==> config.mk <==
export PLATFORM = sky130hd
export DESIGN_NAME = msg_assembler_flat
export DESIGN_NICKNAME = d
export VERILOG_FILES = /design/src/rtl/msg_pkg.sv /design/src/rtl/msg_assembler_if.sv /design/src/rtl/msg_buffer.sv /design/src/rtl/msg_assembler.sv /design/src/flat_wrapper.sv
export SDC_FILE = /design/constraint.sdc
export NUM_CORES = 1
export LEC_CHECK = 0
export CORE_UTILIZATION = 50
export CTS_BUF_LIST = sky130_fd_sc_hd__clkbuf_2
export DETAILED_ROUTE_END_ITERATION = 8
export PLACE_DENSITY = 0.75
export SLEW_MARGIN = 30
export SYNTH_ARGS = -nofsm -noshare
export SYNTH_HDL_FRONTEND = slang
export SYNTH_SLANG_ARGS = --single-unit
==> constraint.sdc <==
create_clock -name clk -period 3.1 [get_ports clk]
set_clock_uncertainty 0.2 [all_clocks]
set_input_delay 0.31 -clock clk [delete_from_list [all_inputs] [get_ports clk]]
set_output_delay 0.31 -clock clk [all_outputs]
set_load 0.05 [all_outputs]
==> src/rtl/msg_pkg.sv <==
// Shared types and sizing constants for the length-prefixed frame assembler.
// MSG_ASM_CHECKSUM_EN adds the CHECK state used for the trailing XOR checksum byte.
package msg_pkg;

  localparam int MAX_LEN_DEF        = 64;
  localparam int TIMEOUT_CYCLES_DEF = 100000;
  localparam int ADDR_W_DEF         = $clog2(MAX_LEN_DEF);
  localparam int LEN_W_DEF          = $clog2(MAX_LEN_DEF) + 1;

  typedef enum logic [2:0] {
    ST_IDLE    = 3'd0,
    ST_PAYLOAD = 3'd1,
`ifdef MSG_ASM_CHECKSUM_EN
    ST_CHECK   = 3'd2,
`endif
    ST_DONE    = 3'd3,
    ST_LOCKED  = 3'd4
  } state_t;

  function automatic int addr_w(input int max_len);
    return $clog2(max_len);
  endfunction

  function automatic int len_w(input int max_len);
    return $clog2(max_len) + 1;
  endfunction

endpackage

==> src/rtl/msg_assembler_if.sv <==
// Byte stream in, frame buffer read port and status out for msg_assembler.
// rx_valid is a one-cycle strobe with no backpressure: every strobed byte is consumed on that edge.
interface msg_assembler_if
  import msg_pkg::*;
#(
  parameter int MAX_LEN = MAX_LEN_DEF
);
  logic                       rx_valid;
  logic [7:0]                 rx_data;
  logic                       consumer_busy;
  logic                       finished_receiving;
  logic [$clog2(MAX_LEN):0]   msg_len;
  logic [$clog2(MAX_LEN)-1:0] rd_addr;
  logic [7:0]                 rd_data;
  logic                       frame_error;
  logic [7:0]                 overrun_count;

  modport slave (
    input  rx_valid, rx_data, consumer_busy, rd_addr,
    output finished_receiving, msg_len, rd_data, frame_error, overrun_count
  );

  modport master (
    output rx_valid, rx_data, consumer_busy, rd_addr,
    input  finished_receiving, msg_len, rd_data, frame_error, overrun_count
  );
endinterface

==> src/rtl/msg_buffer.sv <==
// Payload storage: one write port, one registered read port (read-first on a same-address write).
module msg_buffer #(
  parameter int DEPTH = 64,
  parameter int AW    = 6
) (
  input  logic          clk,
  input  logic          rst_n,
  input  logic          we,
  input  logic [AW-1:0] waddr,
  input  logic [7:0]    wdata,
  input  logic [AW-1:0] raddr,
  output logic [7:0]    rdata
);
  logic [7:0] mem [DEPTH];

  // Storage itself is never reset; only the read register is.
  always_ff @(posedge clk) begin
    if (we) mem[waddr] <= wdata;
  end

  always_ff @(posedge clk or negedge rst_n) begin
    if (!rst_n) rdata <= 8'd0;
    else        rdata <= mem[raddr];
  end
endmodule

==> src/rtl/msg_assembler.sv <==
// Collects a length byte plus N payload bytes into msg_buffer and hands the frame to a consumer.
// Define MSG_ASM_CHECKSUM_EN to require a trailing XOR checksum byte.
module msg_assembler
  import msg_pkg::*;
#(
  parameter int MAX_LEN        = MAX_LEN_DEF,
  parameter int TIMEOUT_CYCLES = TIMEOUT_CYCLES_DEF
) (
  input  logic           clk,
  input  logic           rst_i,
  msg_assembler_if.slave bus,
  output state_t         state
);
  localparam int AW = addr_w(MAX_LEN);
  localparam int LW = len_w(MAX_LEN);
  localparam int TW = $clog2(TIMEOUT_CYCLES + 1);

  // Assert asynchronously, release on the second clock edge.
  logic [1:0] rst_sync;
  logic       rst_n;

  always_ff @(posedge clk or negedge rst_i) begin
    if (!rst_i) rst_sync <= 2'b00;
    else        rst_sync <= {rst_sync[0], 1'b1};
  end
  assign rst_n = rst_sync[1];

  state_t        state_nxt;
  logic [LW-1:0] len_q;
  logic [LW-1:0] ptr;
  logic [TW-1:0] timer;
  logic          busy_seen;
  logic [7:0]    ovr;
  logic          fr_q, fe_q;
  logic [7:0]    rd_data;
  logic          len_ok, last_byte, timeout;
  logic          wr_en, len_ld, drop, in_frame, fr_d, fe_d;

  assign len_ok    = (bus.rx_data != 8'd0) && (int'(bus.rx_data) <= MAX_LEN);
  assign last_byte = (ptr + LW'(1)) == len_q;
  assign timeout   = (timer == TW'(TIMEOUT_CYCLES - 1)) && !bus.rx_valid;

`ifdef MSG_ASM_CHECKSUM_EN
  logic [7:0] csum;
  logic       sum_ok;
  assign sum_ok = (bus.rx_data == csum);
`endif

  always_ff @(posedge clk or negedge rst_n) begin
    if (!rst_n) state <= ST_IDLE;
    else        state <= state_nxt;
  end

  always_comb begin
    state_nxt = state;
    case (state)
      ST_IDLE:    if (bus.rx_valid && len_ok) state_nxt = ST_PAYLOAD;
      ST_PAYLOAD: begin
        if (timeout) state_nxt = ST_IDLE;
`ifdef MSG_ASM_CHECKSUM_EN
        else if (bus.rx_valid && last_byte) state_nxt = ST_CHECK;
`else
        else if (bus.rx_valid && last_byte) state_nxt = ST_DONE;
`endif
      end
`ifdef MSG_ASM_CHECKSUM_EN
      ST_CHECK: begin
        if (timeout)           state_nxt = ST_IDLE;
        else if (bus.rx_valid) state_nxt = sum_ok ? ST_DONE : ST_IDLE;
      end
`endif
      ST_DONE:    state_nxt = ST_LOCKED;
      ST_LOCKED:  if (busy_seen && !bus.consumer_busy) state_nxt = ST_IDLE;
      default:    state_nxt = ST_IDLE;
    endcase
  end

  always_comb begin
    wr_en    = 1'b0;
    len_ld   = 1'b0;
    drop     = 1'b0;
    in_frame = 1'b0;
    fr_d     = 1'b0;
    fe_d     = 1'b0;
    case (state)
      ST_IDLE: begin
        len_ld = bus.rx_valid && len_ok;
        fe_d   = bus.rx_valid && !len_ok;
      end
      ST_PAYLOAD: begin
        in_frame = 1'b1;
        wr_en    = bus.rx_valid;
        fe_d     = timeout;
      end
`ifdef MSG_ASM_CHECKSUM_EN
      ST_CHECK: begin
        in_frame = 1'b1;
        fe_d     = timeout || (bus.rx_valid && !sum_ok);
      end
`endif
      ST_DONE: begin
        fr_d = 1'b1;
        drop = bus.rx_valid;
      end
      ST_LOCKED: drop = bus.rx_valid;
      default: ;
    endcase
  end

  always_ff @(posedge clk or negedge rst_n) begin
    if (!rst_n) begin
      len_q     <= '0;
      ptr       <= '0;
      timer     <= '0;
      busy_seen <= 1'b0;
      ovr       <= 8'd0;
      fr_q      <= 1'b0;
      fe_q      <= 1'b0;
    end else begin
      fr_q <= fr_d;
      fe_q <= fe_d;
      if (len_ld) len_q <= LW'(bus.rx_data);
      if (len_ld)     ptr <= '0;
      else if (wr_en) ptr <= ptr + LW'(1);
      if (in_frame && !bus.rx_valid) timer <= timer + TW'(1);
      else                           timer <= '0;
      // A busy high seen in LOCKED arms the release on its falling edge.
      busy_seen <= (state == ST_LOCKED) && (state_nxt == ST_LOCKED) &&
                   (busy_seen || bus.consumer_busy);
      if (drop && ovr != 8'hFF) ovr <= ovr + 8'd1;
    end
  end

`ifdef MSG_ASM_CHECKSUM_EN
  always_ff @(posedge clk or negedge rst_n) begin
    if (!rst_n)      csum <= 8'd0;
    else if (len_ld) csum <= bus.rx_data;
    else if (wr_en)  csum <= csum ^ bus.rx_data;
  end
`endif

  msg_buffer #(.DEPTH(MAX_LEN), .AW(AW)) u_buffer (
    .clk   (clk),
    .rst_n (rst_n),
    .we    (wr_en),
    .waddr (ptr[AW-1:0]),
    .wdata (bus.rx_data),
    .raddr (bus.rd_addr),
    .rdata (rd_data)
  );

  assign bus.finished_receiving = fr_q;
  assign bus.frame_error        = fe_q;
  assign bus.msg_len            = len_q;
  assign bus.overrun_count      = ovr;
  assign bus.rd_data            = rd_data;
endmodule
==> src/flat_wrapper.sv <==
// flat-port wrapper written by rule: the top's interface ports become plain ports
module msg_assembler_flat import msg_pkg::*;
#(
  parameter int MAX_LEN        = MAX_LEN_DEF,
  parameter int TIMEOUT_CYCLES = TIMEOUT_CYCLES_DEF
)
  (clk, rst_i, state, bus_rx_valid, bus_rx_data, bus_consumer_busy, bus_rd_addr, bus_finished_receiving, bus_msg_len, bus_rd_data, bus_frame_error, bus_overrun_count);
  msg_assembler_if #(.MAX_LEN(MAX_LEN)) bus_i ();
  input  logic clk;
  input  logic rst_i;
  output state_t state;
  input wire logic [$bits(bus_i.rx_valid)-1:0] bus_rx_valid;
  input wire logic [$bits(bus_i.rx_data)-1:0] bus_rx_data;
  input wire logic [$bits(bus_i.consumer_busy)-1:0] bus_consumer_busy;
  input wire logic [$bits(bus_i.rd_addr)-1:0] bus_rd_addr;
  output wire logic [$bits(bus_i.finished_receiving)-1:0] bus_finished_receiving;
  output wire logic [$bits(bus_i.msg_len)-1:0] bus_msg_len;
  output wire logic [$bits(bus_i.rd_data)-1:0] bus_rd_data;
  output wire logic [$bits(bus_i.frame_error)-1:0] bus_frame_error;
  output wire logic [$bits(bus_i.overrun_count)-1:0] bus_overrun_count;
  assign bus_i.rx_valid = bus_rx_valid;
  assign bus_i.rx_data = bus_rx_data;
  assign bus_i.consumer_busy = bus_consumer_busy;
  assign bus_i.rd_addr = bus_rd_addr;
  assign bus_finished_receiving = bus_i.finished_receiving;
  assign bus_msg_len = bus_i.msg_len;
  assign bus_rd_data = bus_i.rd_data;
  assign bus_frame_error = bus_i.frame_error;
  assign bus_overrun_count = bus_i.overrun_count;
  msg_assembler #(.MAX_LEN(MAX_LEN), .TIMEOUT_CYCLES(TIMEOUT_CYCLES)) u_core (.clk(clk), .rst_i(rst_i), .bus(bus_i), .state(state));
endmodule
==> reports/results.env, run 1 <==
RESULT_OF_THE_RUN='complete, no violations'
WHS_NS=0.1218
DRT_FIRST_PASS_ITERS=5
IOS=46
NUMPORTBUFFERS=45
SYNTH.TOP_CELL.AREA_SHARE_PCT=68.78
TRITONCTS_NUM_SINKS=567
FILLER_CELL_COUNT=3359
GRT_FIRST_PASS_WIRELENGTH_UM=74040
FINAL_UTIL_PCT=57.90
TIMING.HOLD.WORST.CLASS='primary input to flop'
CTS_BUFFERS=141
FLOORPLAN.INITIALDENSITY_PCT=50.66
DRT_FIRST_ITER_VIOLATIONS=1148
GR-USAGE-ALL-LAYERS_PCT=22.62
SYNTH.AVG_CELL_AREA_SQ_UM=19.57
WORST-SETUP-PATH-TYPE='flop to primary output'
MAXIMUM_CAPACITANCE_VIOLATIONS=0
WORSTSETUPENDPOINTTYPE='primary output'
CORE_SQ_UM=44120
CP.REQUIRED_NS=2.59
PLACE_INST=1829
ROUTE.MET3.WL_UM=4132
GRT_PASS1_VIAS=12372
HOLD_VIOL=0
GLOBALPLACE.CONGESTION=0.8068
CTS_MAX_LEVEL=4
SYNTH_AREA_LEADER_CELL='edfxtp_1'
CRITPATHLAUNCHTYPE='flop'
POST_SYNTH_NUM_CELL_TYPES=53
TIMING.FINAL.CRIT_PERIOD_NS=2.893
POST_DRT_VIA_CELL_RATIO=5.741
WL_MET1_UM=20090
DRTANTENNAVIOLNETS=0
CLOCK_PATH_BUFFERS=3
POSTSYNTHNETCOUNT=1163
POST_SYNTHESIS_SEQUENTIAL_ELEMENT_COUNT=567
CRITICAL_PATH.N_BUFFERS_INVERTERS=1
MIN_PERIOD_OVER_PERIOD_PCT=93.31
FINAL_MAX_SLEW_VIOL_COUNT=0
POSTSYNTH.TOPFLOPCELL='edfxtp_1'
CTS_SETUP_BUFFERS=0
CTSROOTBUFFERMASTER='clkbuf_2'
FINAL_CELL_COUNT_NO_FILL=2099
CRIT_FANOUT=8
WORST_SETUP_SLACK_BEFORE_CLOCK_TREE_SYNTHESIS_NS=0.3584
ROUTE.VIAS.TOTAL=12051
GRT_SETUP_UNREPAIRED='no'
DRCVIOLATIONCOUNT=0
WORST_SLEW_MARGIN_REL_PCT=47.28
WL_PER_CELL_UM=23.44
LAYOUT.NETS=1420
DIE_AREA_SQ_UM=45550
CP.ARRIVAL_NS=2.38
POST-DP-HPWL_UM=30070
CRITICAL_PATH_CELL_COUNT=1
ANTENNA_FOUND_INITIAL=3
CORE.ROWCOUNT=77
ROUTE.FINAL.WIRE_LENGTH_UM=49190
LAYOUT-AREA-OVERHEAD-VS-SYNTH_PCT=14.30
SETUP-VIOLATIONS-FINAL=0
YOSYSWARNINGCOUNT=0
YS_ASYNC_SR_FRACTION_PCT=9.700
SYNTH_CELLS=1142
POWER.DENSITY_CELL_AREA_nW_PER_UM2=605.1
R2R_CELLS=6
P_LEAK_nW=8.785
POST_SYNTH_MAIN_AREA_CONTRIBUTORS='edfxtp_1, mux4_2, dfrtp_1, nor2_1, mux2i_1'
PEAKVDDDROP_mV=0.5865
REG2REG_SLACK_NS=0.39
DRIVE_GT1_SHARE_PCT=32.96
SYNTH_ENABLE_FLOP_CELLS=512
WL_MET2_UM=23880
DIE_SPAN_IN_X_UM=213.4
WORSTPATHCELLLIST='clkdlybuf4s50_1'
CTS_TREE='done'
MIN_DELAY_PATH_DEPTH=2
MAXUSEDROUTINGLAYER='met5'
MAX_CLOCK_FREQ_MHz=345.7
MAXIMUM_NUMBER_OF_PINS_ON_ONE_NET_BEFORE_GLOBAL_ROUTE_REPAIR=66
TNS_NS=0
CPLARGESTDELAYFAMILY='buffers and inverters'
SYNTH_SEQUENTIAL_AREA_RATIO_PCT=74.94
GR-TOTAL-OVERFLOW=0
TIMING.CRITICAL_PATH.SLOWEST_STAGE_CELL='clkdlybuf4s50_1'
WORST_PATH_LARGEST_CELL_DELAY_NS=0.88
CLOCK_INSERTION_DELAY_WORST_SKEW_NS=1.04
CLK_PIN_SLEW_WORST_PATHS_NS=0.11
POSTLAYOUTSETUPSLACKWORST_NS=0.2074
CHIPHEIGHT_UM=213.4
WORSTMARGINPINSLEW_NS=0.7709
SYNTHESIS.AREA_SQ_UM=22350
==> Yosys cell counts (10+ instances only) <==
library cell and count:
xor2_1 17, mux2i_1 28, edfxtp_1 512, nand2_1 24
mux4_2 128, xnor2_1 15, mux2_2 17, a211oi_1 10
o21ai_0 33, buf_2 16, clkbuf_1 26, or3_1 10
a21oi_1 18, nand2b_1 10, nor2_1 108, buf_4 11
dfrtp_1 55
==> cell usage in the layout (no fill, tap or decap), drive strengths merged, types with 3 or more instances in the layout <==
cell type,n
o21ai,33
nand4,9
a211oi,10
dlygate4sd3,19
and3,5
nor2b,7
nand2b,10
xnor2,15
o31ai,3
clkbuf,213
mux2,19
nand2,24
nor2,108
xor2,17
a21oi,18
dfrtp,55
a2111oi,4
inv,6
mux2i,28
mux4,128
nor3,9
ha,3
bufinv,3
clkinv,30
o22ai,9
and4,4
or3,10
buf,119
nand3,9
nand3b,4
edfxtp,512
clkdlybuf4s50,33
==> state kept, by name, indices dropped and copies added (netlist names) <==
name	cells
u_core.bus.finished_receiving	1
u_core.bus.frame_error	1
u_core.bus.msg_len	7
u_core.bus.overrun_count	8
u_core.busy_seen	1
u_core.ptr	7
u_core.rst_sync	2
u_core.state	3
u_core.timer	17
u_core.u_buffer.mem	512
u_core.u_buffer.rdata	8
==> worst paths after layout <==
kind / startpoint / end
max in group asynchronous: u_core.rst_sync[1]$_DFF_PN0_ / u_core.timer[0]$_DFF_PN0_
hold / removal: bus_rd_addr[5] / u_core.u_buffer.rdata[0]$_DFF_PN0_
hold reg to reg: u_core.rst_sync[1]$_DFF_PN0_ / u_core.ptr[3]$_DFFE_PN0P_
setup / recovery: u_core.state[2]$_DFF_PN0_ / state[2]
min in group asynchronous: u_core.rst_sync[1]$_DFF_PN0_ / u_core.ptr[3]$_DFFE_PN0P_
setup reg to reg: u_core.state[2]$_DFF_PN0_ / u_core.u_buffer.mem[48][3]$_DFFE_PP_
==> timing repair <==
item                      CTS  global route
hold endpoints to repair  542             0
hold buffers               19             0
gates resized for setup     0             0
==> metal layers <==
layer / global-route usage [%] / vias up
li1: - / 5237
met1: 31.15 / 6134
met2: 35.38 / 584
met3: 6.034 / 94
met4: 7.512 / 2
met5: 0 / -
==> cell families after synthesis <==
group,after synthesis,synth area share [%]
adder cells (fa/ha/maj),3,0.1679
buffers and inverters,60,1.422
AND/OR/NAND/NOR,216,4.674
flip-flops,567,74.94
other,1,0.01678
XOR/XNOR,32,1.254
AO/OA/AOI/OAI,88,2.385
multiplexers,175,15.14
==> area by class of cell <==
cell class	count	area, sq um	share of cell area (%)
flip-flops and latches	567	16750	65.57
multi-input cells	515	5284	20.68
repair buffers	171	1471	5.759
clock buffers	213	1066	4.173
well taps	592	740.7	2.899
clock inverters	36	217.7	0.8521
inverters	3	11.26	0.04408
diodes	2	5.005	0.01959
==> stage by stage <==
stage,power [W],instance area (sq um)
2_1_floorplan,0.009992,22350
3_3_place_gp,0.01064,24070
5_1_grt,0.01613,25550
6_report,0.01546,25550
3_5_place_dp,0.01068,24070
4_1_cts,0.01558,25540
==> where the power goes <==
group	internal [W]	leakage [nW]	switching, W
clock network	0.00207	0.994	0.00285
logic	0.000686	2.47	0.00110
registers	0.00855	5.33	0.000215
total	0.0113	8.78	0.00416
Note: power is estimated with default switching activity, not from simulation.
==> run 2: changes to the inputs <==
--- a/config.mk
+++ b/config.mk
@@ -5,10 +5,12 @@
 export SDC_FILE = /design/constraint.sdc
 export NUM_CORES = 1
 export LEC_CHECK = 0
-export CORE_UTILIZATION = 50
+export CAP_MARGIN = 5
+export CORE_UTILIZATION = 45
 export CTS_BUF_LIST = sky130_fd_sc_hd__clkbuf_2
 export DETAILED_ROUTE_END_ITERATION = 8
-export PLACE_DENSITY = 0.75
+export DONT_BUFFER_PORTS = 1
+export PLACE_DENSITY = 0.69
 export SLEW_MARGIN = 30
 export SYNTH_ARGS = -nofsm -noshare
 export SYNTH_HDL_FRONTEND = slang
==> run 2 against run 1 <==
  * Non-clock buffer count is 39 lower
  * Critical endpoint is now u_core.u_buffer.rdata[0]$_DFF_PN0_
  * Critical path depth is 6 higher
  * Cell area is 0.21% lower
  * Sequential power is 2.7% higher
  * Largest cell class unchanged
  * Largest power group unchanged
  * Critical path type is now flop to flop
  * Fmax is 3.5% lower
==> reports/results.env, run 2 (synthesis results as in run 1) <==
DRT_FIRST_PASS_ITERS=7  # +2
CPLARGESTDELAYFAMILY='buffers and inverters'
CTS_BUFFERS=138  # -2.1%
TIMING.CRITICAL_PATH.SLOWEST_STAGE_CELL='dlygate4sd3_1'
POSTLAYOUTSETUPSLACKWORST_NS=0.1009  # -0.1064 ns
GR-USAGE-ALL-LAYERS_PCT=20.63  # -2.0 points
CTS_TREE='done'
CLK_PIN_SLEW_WORST_PATHS_NS=0.11  # about the same
POST-DP-HPWL_UM=27660  # -8.0%
DRIVE_GT1_SHARE_PCT=31.55  # -1.4 points
WL_PER_CELL_UM=23.58  # +0.62%
POWER.DENSITY_CELL_AREA_nW_PER_UM2=599.9  # -0.86%
CHIPHEIGHT_UM=224.9  # +5.4%
SEQCELLAREA_SQ_UM=16750  # about the same
LARGEST-REGISTER='u_core.u_buffer.mem'
IOS=46  # unchanged
MAXIMUM_CAPACITANCE_VIOLATIONS=0  # unchanged
WORST_PATH_LARGEST_CELL_DELAY_NS=0.60  # -0.28 ns
TOTAL_POWER_W=0.01529  # -1.1%
GRT_SETUP_UNREPAIRED='no'
POST_DRT_VIA_CELL_RATIO=5.615  # -2.2%
DRCVIOLATIONCOUNT=0  # unchanged
CORE_SQ_UM=48950  # +11%
CTSROOTBUFFERMASTER='clkbuf_2'
LARGEST_REGISTER_FF_COUNT=512  # unchanged
GRT_PASS1_VIAS=12354  # -0.15%
REG_TOP3='u_core.u_buffer.mem x512, u_core.timer x17'
FILLER_CELL_COUNT=3905  # +16%
LAYOUT.NETS=1378  # -3.0%
FLOORPLAN.INITIALDENSITY_PCT=45.66  # -5.0 points
CP.REQUIRED_NS=3.80  # +1.21 ns
WORST-SETUP-PATH-TYPE='flop to flop'
ROUTE.VIAS.TOTAL=11949  # -0.85%
GR-TOTAL-OVERFLOW=0  # unchanged
CRIT_FANOUT=1  # -7
SETUP-VIOLATIONS-FINAL=0  # unchanged
MAX_CLOCK_FREQ_MHz=333.4  # -3.5%
WHS_NS=0.08610  # -0.03573 ns
WORSTMARGINPINSLEW_NS=0.9332  # +0.1624 ns
CLOCK_INSERTION_DELAY_WORST_SKEW_NS=1.04  # about the same
RESULT_OF_THE_RUN='complete, no violations'
WORST_SETUP_SLACK_BEFORE_CLOCK_TREE_SYNTHESIS_NS=0.4935  # +0.1350 ns
TIMING.HOLD.WORST.CLASS='primary input to flop'
DRT_FIRST_ITER_VIOLATIONS=1093  # -4.8%
CTS_MAX_LEVEL=4  # unchanged
WORST_SLEW_MARGIN_REL_PCT=36.17  # -11 points
ROUTE.FINAL.WIRE_LENGTH_UM=50180  # +2.0%
CORE.ROWCOUNT=81  # +5.2%
TNS_NS=0  # unchanged
CTS_SETUP_BUFFERS=0  # unchanged
TRITONCTS_NUM_SINKS=567  # unchanged
PLACE_INST=1827  # -0.11%
ANTENNA_FOUND_INITIAL=2  # -1
CP.ARRIVAL_NS=3.69  # +1.31 ns
CLOCK_PATH_BUFFERS=3  # unchanged
LEADING_CELL_TYPE_IN_THE_LAYOUT_FILL_AND_TAPS_EXCLUDED='edfxtp_1'
LAYOUT-AREA-OVERHEAD-VS-SYNTH_PCT=14.06
PEAKVDDDROP_mV=0.4894  # -17%
MOST-COMMON-LAYOUT-CELLS='edfxtp_1, clkbuf_2, mux4_2'
GLOBALPLACE.CONGESTION=0.8466  # +4.9%
DIE_SPAN_IN_X_UM=224.9  # +5.4%
P_LEAK_nW=8.668  # -1.3%
COMBINED_AREA_OF_THE_MULTI_INPUT_LOGIC_CELLS_SQ_UM=5284  # unchanged
TIMING.FINAL.CRIT_PERIOD_NS=2.999  # +0.1064 ns
MAXIMUM_NUMBER_OF_PINS_ON_ONE_NET_BEFORE_GLOBAL_ROUTE_REPAIR=68  # +3.0%
DIE_AREA_SQ_UM=50570  # +11%
CRITICAL_PATH.N_BUFFERS_INVERTERS=2  # +1
FINAL_CELL_COUNT_NO_FILL=2128  # +1.4%
DRTANTENNAVIOLNETS=0  # unchanged
WORSTPATHCELLLIST='mux4_2 > mux2i_1 > a22oi_1 > dlygate4sd3_1 > o221ai_1 > dlygate4sd3_1 > o21ai_0'
HOLD_VIOL=0  # unchanged
NUMPORTBUFFERS=0  # -100%
MIN_PERIOD_OVER_PERIOD_PCT=96.74  # +3.4 points
WORSTSETUPENDPOINTTYPE='flop'
CRITPATHMOSTFREQUENTCELL='dlygate4sd3_1'
GRT_FIRST_PASS_WIRELENGTH_UM=75820  # +2.4%
CRITPATHLAUNCHTYPE='flop'
FINAL_MAX_SLEW_VIOL_COUNT=0  # unchanged
-- run 2: cell types whose count changed in the layout (fill, tap and decap cells not counted), moves of 3 or more --
cell / previous run / this run
dlygate4sd3_1: 19 / 41
buf_2: 10 / 1
buf_12: 6 / 1
clkdlybuf4s50_1: 33 / 0
clkinvlp_4: 0 / 3
clkbuf_2: 213 / 196
buf_4: 101 / 78
inv_2: 3 / 7
buf_16: 0 / 11
-- run 2: area by class of cell --
class / count / area share [%]
Multi-Input combinational cell: 515 / 20.72
Inverter: 3 / 0.04417
Sequential cell: 567 / 65.72
Clock inverter: 48 / 1.188
Timing Repair Buffer: 132 / 5.192
Tap cell: 664 / 3.259
Clock buffer: 196 / 3.847
Antenna cell: 3 / 0.02944
-- run 2: worst paths after layout --
kind | start | endpoint | slack, ns | depth (start not counted)
min reg2reg | u_core.rst_sync[1]$_DFF_PN0_ | u_core.bus.msg_len[4]$_DFFE_PN0P_ | 0.11 | 0
min in group asynchronous | u_core.rst_sync[1]$_DFF_PN0_ | u_core.bus.msg_len[4]$_DFFE_PN0P_ | 0.11 | 0
max in group asynchronous | u_core.rst_sync[1]$_DFF_PN0_ | u_core.timer[15]$_DFF_PN0_ | 1.88 | 1
max | u_core.u_buffer.mem[7][0]$_DFFE_PP_ | u_core.u_buffer.rdata[0]$_DFF_PN0_ | 0.10 | 7
max reg2reg | u_core.u_buffer.mem[7][0]$_DFFE_PP_ | u_core.u_buffer.rdata[0]$_DFF_PN0_ | 0.10 | 7
min | bus_rd_addr[0] | u_core.u_buffer.rdata[7]$_DFF_PN0_ | 0.09 | 4
-- run 2: layer usage --
| metal | track usage, % | wire, um | part of all wire (%) |
|---|---|---|---|
| met1 | 28.66 | 20890 | 42 |
| met2 | 31.16 | 23570 | 47 |
| met3 | 5.147 | 4375 | 8.7 |
| met4 | 8.800 | 1347 | 2.7 |
| met5 | 0 | 0 | 0 |
-- run 2: through the flow --
stage / utilization, % / cell area (sq um)
after global placement: 47.93 / 23460
final: 52.08 / 25500
after CTS: 52.03 / 25470
after floorplan: - / 22350
after detailed placement: 47.93 / 23460
after global routing: 52.08 / 25490
-- run 2: worst reg2reg max path, stage by stage, from the launching register on --
cell and delay (ns):
edfxtp_1 0.39, mux4_2 0.48, mux2i_1 0.28, a22oi_1 0.12, dlygate4sd3_1 0.60, o221ai_1 0.07, dlygate4sd3_1 0.60, o21ai_0 0.10
-- run 2: power breakdown --
group | total [W] | internal (W) | switching [W]
clock | 0.00493 | 0.00204 | 0.00289
sequential | 0.00900 | 0.00854 | 0.000457
combinational | 0.00136 | 0.000591 | 0.000772
total | 0.0153 | 0.0112 | 0.00412
-- run 2: repair_timing --
item / in CTS / in global routing
gates resized for setup: 0 / 0
hold endpoints to repair: 930 / 5
hold buffers: 52 / 3
endpoints found under the setup margin: 0 / 1
==> run 3: changes to the inputs <==
--- a/config.mk
+++ b/config.mk
@@ -6,11 +6,11 @@
 export NUM_CORES = 1
 export LEC_CHECK = 0
 export CAP_MARGIN = 5
-export CORE_UTILIZATION = 45
+export CORE_UTILIZATION = 40
 export CTS_BUF_LIST = sky130_fd_sc_hd__clkbuf_2
 export DETAILED_ROUTE_END_ITERATION = 8
 export DONT_BUFFER_PORTS = 1
-export PLACE_DENSITY = 0.69
+export PLACE_DENSITY = 0.63
 export SLEW_MARGIN = 30
 export SYNTH_ARGS = -nofsm -noshare
 export SYNTH_HDL_FRONTEND = slang
==> run 3 against run 2 <==
  * Critical path depth is 1 higher
  * Die area rose by 12%
  * Fmax decreased by 1.6%
  * Critical endpoint is now u_core.u_buffer.rdata[6]$_DFF_PN0_
  * Clock power rose by 3%
  * Utilization is 5.0 points lower
  * Sequential power about the same
  * Combinational power grew 9.6%
  * First-iteration DRC count increased by 14%
  * Global-route usage down 0.59 points
  * Power rose by 1.6%
  * Critical path type is now primary input to flop
  * Setup slack got worse by 0.050 ns
==> reports/results.env, run 3 (synthesis results as in run 1) <==
FINAL_UTIL_PCT=47.04  # -5.0 points
WORSTMARGINPINSLEW_NS=1.005  # +0.07172 ns
DIE_SPAN_IN_X_UM=238.4  # +6.0%
GRT_FIRST_PASS_WIRELENGTH_UM=80550  # +6.2%
CRIT_FANOUT=75  # +74
FINAL_MAX_SLEW_VIOL_COUNT=0  # unchanged
MAXIMUM_NUMBER_OF_PINS_ON_ONE_NET_BEFORE_GLOBAL_ROUTE_REPAIR=84  # +24%
MOST-COMMON-LAYOUT-CELLS='edfxtp_1, clkbuf_2, mux4_2'
DRTANTENNAVIOLNETS=0  # unchanged
CTS_HOLD_BUFFERS=72  # +38%
CTSROOTBUFFERMASTER='clkbuf_2'
POSTCTSRESIZEDCELLS=0  # unchanged
GLOBAL_ROUTE.USAGE.MET3_PCT=7.045  # +1.9 points
CORE.ROWCOUNT=86  # +6.2%
POST-DP-HPWL_UM=28930  # +4.6%
TIMING.CRITICAL_PATH.SLOWEST_STAGE_CELL='dlygate4sd3_1'
GR-USAGE-MET1_PCT=27.43  # -1.2 points
WORST_PATH_LARGEST_CELL_DELAY_NS=1.05  # +0.45 ns
IOS=46  # unchanged
LARGEST_REGISTER_FF_COUNT=512  # unchanged
GRT.MET2_USAGE_PCT=29.56  # -1.6 points
CLOCK_PATH_BUFFERS=3  # unchanged
DRT_FIRST_ITER_VIOLATIONS=1249  # +14%
CPLARGESTDELAYFAMILY='buffers and inverters'
CP.ARRIVAL_NS=4.00  # +0.31 ns
LAYOUT-AREA-OVERHEAD-VS-SYNTH_PCT=16.15
ROUTE.FINAL.WIRE_LENGTH_UM=54630  # +8.9%
DRT_FIRST_PASS_ITERS=5  # -2
CP.REQUIRED_NS=4.05  # +0.25 ns
CTS_SETUP_BUFFERS=0  # unchanged
FILLER_CELL_COUNT=4704  # +20%
TIMING.HOLD.WORST.CLASS='primary input to flop'
POWER.DENSITY_CELL_AREA_nW_PER_UM2=598.3  # -0.26%
R2R_START='u_core.u_buffer.mem[7][0]$_DFFE_PP_'
HOLD_PATH.STARTPOINT='bus_rd_addr[3]'
MAXIMUM_CAPACITANCE_VIOLATIONS=0  # unchanged
RESULT_OF_THE_RUN='complete, no violations'
POST_DRT_VIA_CELL_RATIO=5.397  # -3.9%
WORSTPATHCELLLIST='buf_12 > dlygate4sd3_1 > buf_16 > dlygate4sd3_1 > nor3_1 > or3_1 > dlygate4sd3_1 > o21ai_0'
NUMPORTBUFFERS=0  # unchanged
GLOBALPLACE.CONGESTION=0.8124  # -4.0%
DRCVIOLATIONCOUNT=0  # unchanged
MIN_PERIOD_OVER_PERIOD_PCT=98.36  # +1.6 points
CRITPATHMOSTFREQUENTCELL='dlygate4sd3_1'
CRITPATHLAUNCHTYPE='primary input'
WHS_NS=0.05352  # -0.03258 ns
CTS_MAX_LEVEL=4  # unchanged
MAX_CLOCK_FREQ_MHz=328.0  # -1.6%
CRITICAL_PATH.N_BUFFERS_INVERTERS=5  # +3
TRITONCTS_NUM_SINKS=567  # unchanged
DIE_AREA_SQ_UM=56830  # +12%
LEADING_CELL_TYPE_IN_THE_LAYOUT_FILL_AND_TAPS_EXCLUDED='edfxtp_1'
GR-TOTAL-OVERFLOW=0  # unchanged
POSTLAYOUTSETUPSLACKWORST_NS=0.05085  # -0.05008 ns
HOLD_VIOL=0  # unchanged
REG_TOP3='u_core.u_buffer.mem x512, u_core.timer x17'
TIMING.FINAL.CRIT_PERIOD_NS=3.049  # +0.05008 ns
WORSTSETUPENDPOINTTYPE='flop'
CTS_BUFFERS=141  # +2.2%
SETUP-VIOLATIONS-FINAL=0  # unchanged
TNS_NS=0  # unchanged
CLOCK_INSERTION_DELAY_WORST_SKEW_NS=1.35  # +0.31 ns
GLOBAL_ROUTE.PEAK_USAGE_LAYER='met2'
P_LEAK_nW=8.839  # +2.0%
LAYOUT.NETS=1400  # +1.6%
WORST-SETUP-PATH-TYPE='primary input to flop'
CHIPHEIGHT_UM=238.4  # +6.0%
FLOORPLAN.INITIALDENSITY_PCT=40.49  # -5.2 points
GR-USAGE-ALL-LAYERS_PCT=20.04  # -0.59 points
WL_PER_CELL_UM=24.43  # +3.6%
CTS_TREE='done'
CLK_PIN_SLEW_WORST_PATHS_NS=0.08  # -0.03 ns
GRT_SETUP_UNREPAIRED='no'
CORE_SQ_UM=55200  # +13%
LARGEST-REGISTER='u_core.u_buffer.mem'
DRIVE_GT1_SHARE_PCT=32.18  # +0.63 points
WORST_SETUP_SLACK_BEFORE_CLOCK_TREE_SYNTHESIS_NS=0.5513  # +0.05779 ns
SETUP.WORST_PATH.START='bus_rd_addr[0]'
GRT_PASS1_VIAS=12518  # +1.3%
ROUTE.VIAS.TOTAL=12068  # +1.0%
ANTENNA_FOUND_INITIAL=3  # +1
PEAKVDDDROP_mV=0.5885  # +20%
WORST_SLEW_MARGIN_REL_PCT=32.78  # -3.4 points
[run 3: layout make-up]
class	instances	area (sq um)	area share [%]
clock inverters	32	237.7	0.9156
well taps	748	935.9	3.605
clock buffers	211	1056	4.067
multi-input cells	515	5284	20.35
diodes	9	22.52	0.08674
inverters	3	11.26	0.04337
repair buffers	151	1664	6.409
flip-flops and latches	567	16750	64.52
[run 3: path summary, 6_finish.rpt]
path                                                       to  slack (ns)  depth (start not counted)
max reg2reg                u_core.u_buffer.rdata[0]$_DFF_PN0_        0.06                          7
min in group asynchronous   u_core.bus.msg_len[3]$_DFFE_PN0P_        0.21                          1
min reg2reg                      u_core.rst_sync[1]$_DFF_PN0_        0.18                          0
min                        u_core.u_buffer.rdata[5]$_DFF_PN0_        0.05                          4
max                        u_core.u_buffer.rdata[6]$_DFF_PN0_        0.05                          8
max in group asynchronous        u_core.rst_sync[1]$_DFF_PN0_        1.92                          4
[run 3: where the power goes]
part           internal, W  total [W]  switching [W]
clock network      0.00213    0.00506        0.00293
logic             0.000632    0.00149       0.000854
registers          0.00854    0.00899       0.000445
total               0.0113     0.0155        0.00423
[run 3: routing by layer]
metal,vias up,routed length [um]
met1,6298,23650
li1,5192,-
met3,73,4606
met2,505,25160
met5,-,0
met4,0,1214
[run 3: per-stage QoR]
step | instances | cell area (sq um) | total power [W]
after floorplan | 1142 | 22350 | 0.009992
after global placement | 1911 | 23570 | 0.01021
after detailed placement | 1911 | 23570 | 0.01024
after CTS | 2226 | 25940 | 0.01567
after global routing | 2235 | 25960 | 0.01620
final | 2236 | 25960 | 0.01554
[run 3: worst min-delay path, delay by kind of cell]
family / cells / cell delay (ns)
buffers and inverters: 2 / 0.88
AND/OR/NAND/NOR: 1 / 0.16
AO/OA/AOI/OAI: 1 / 0.10
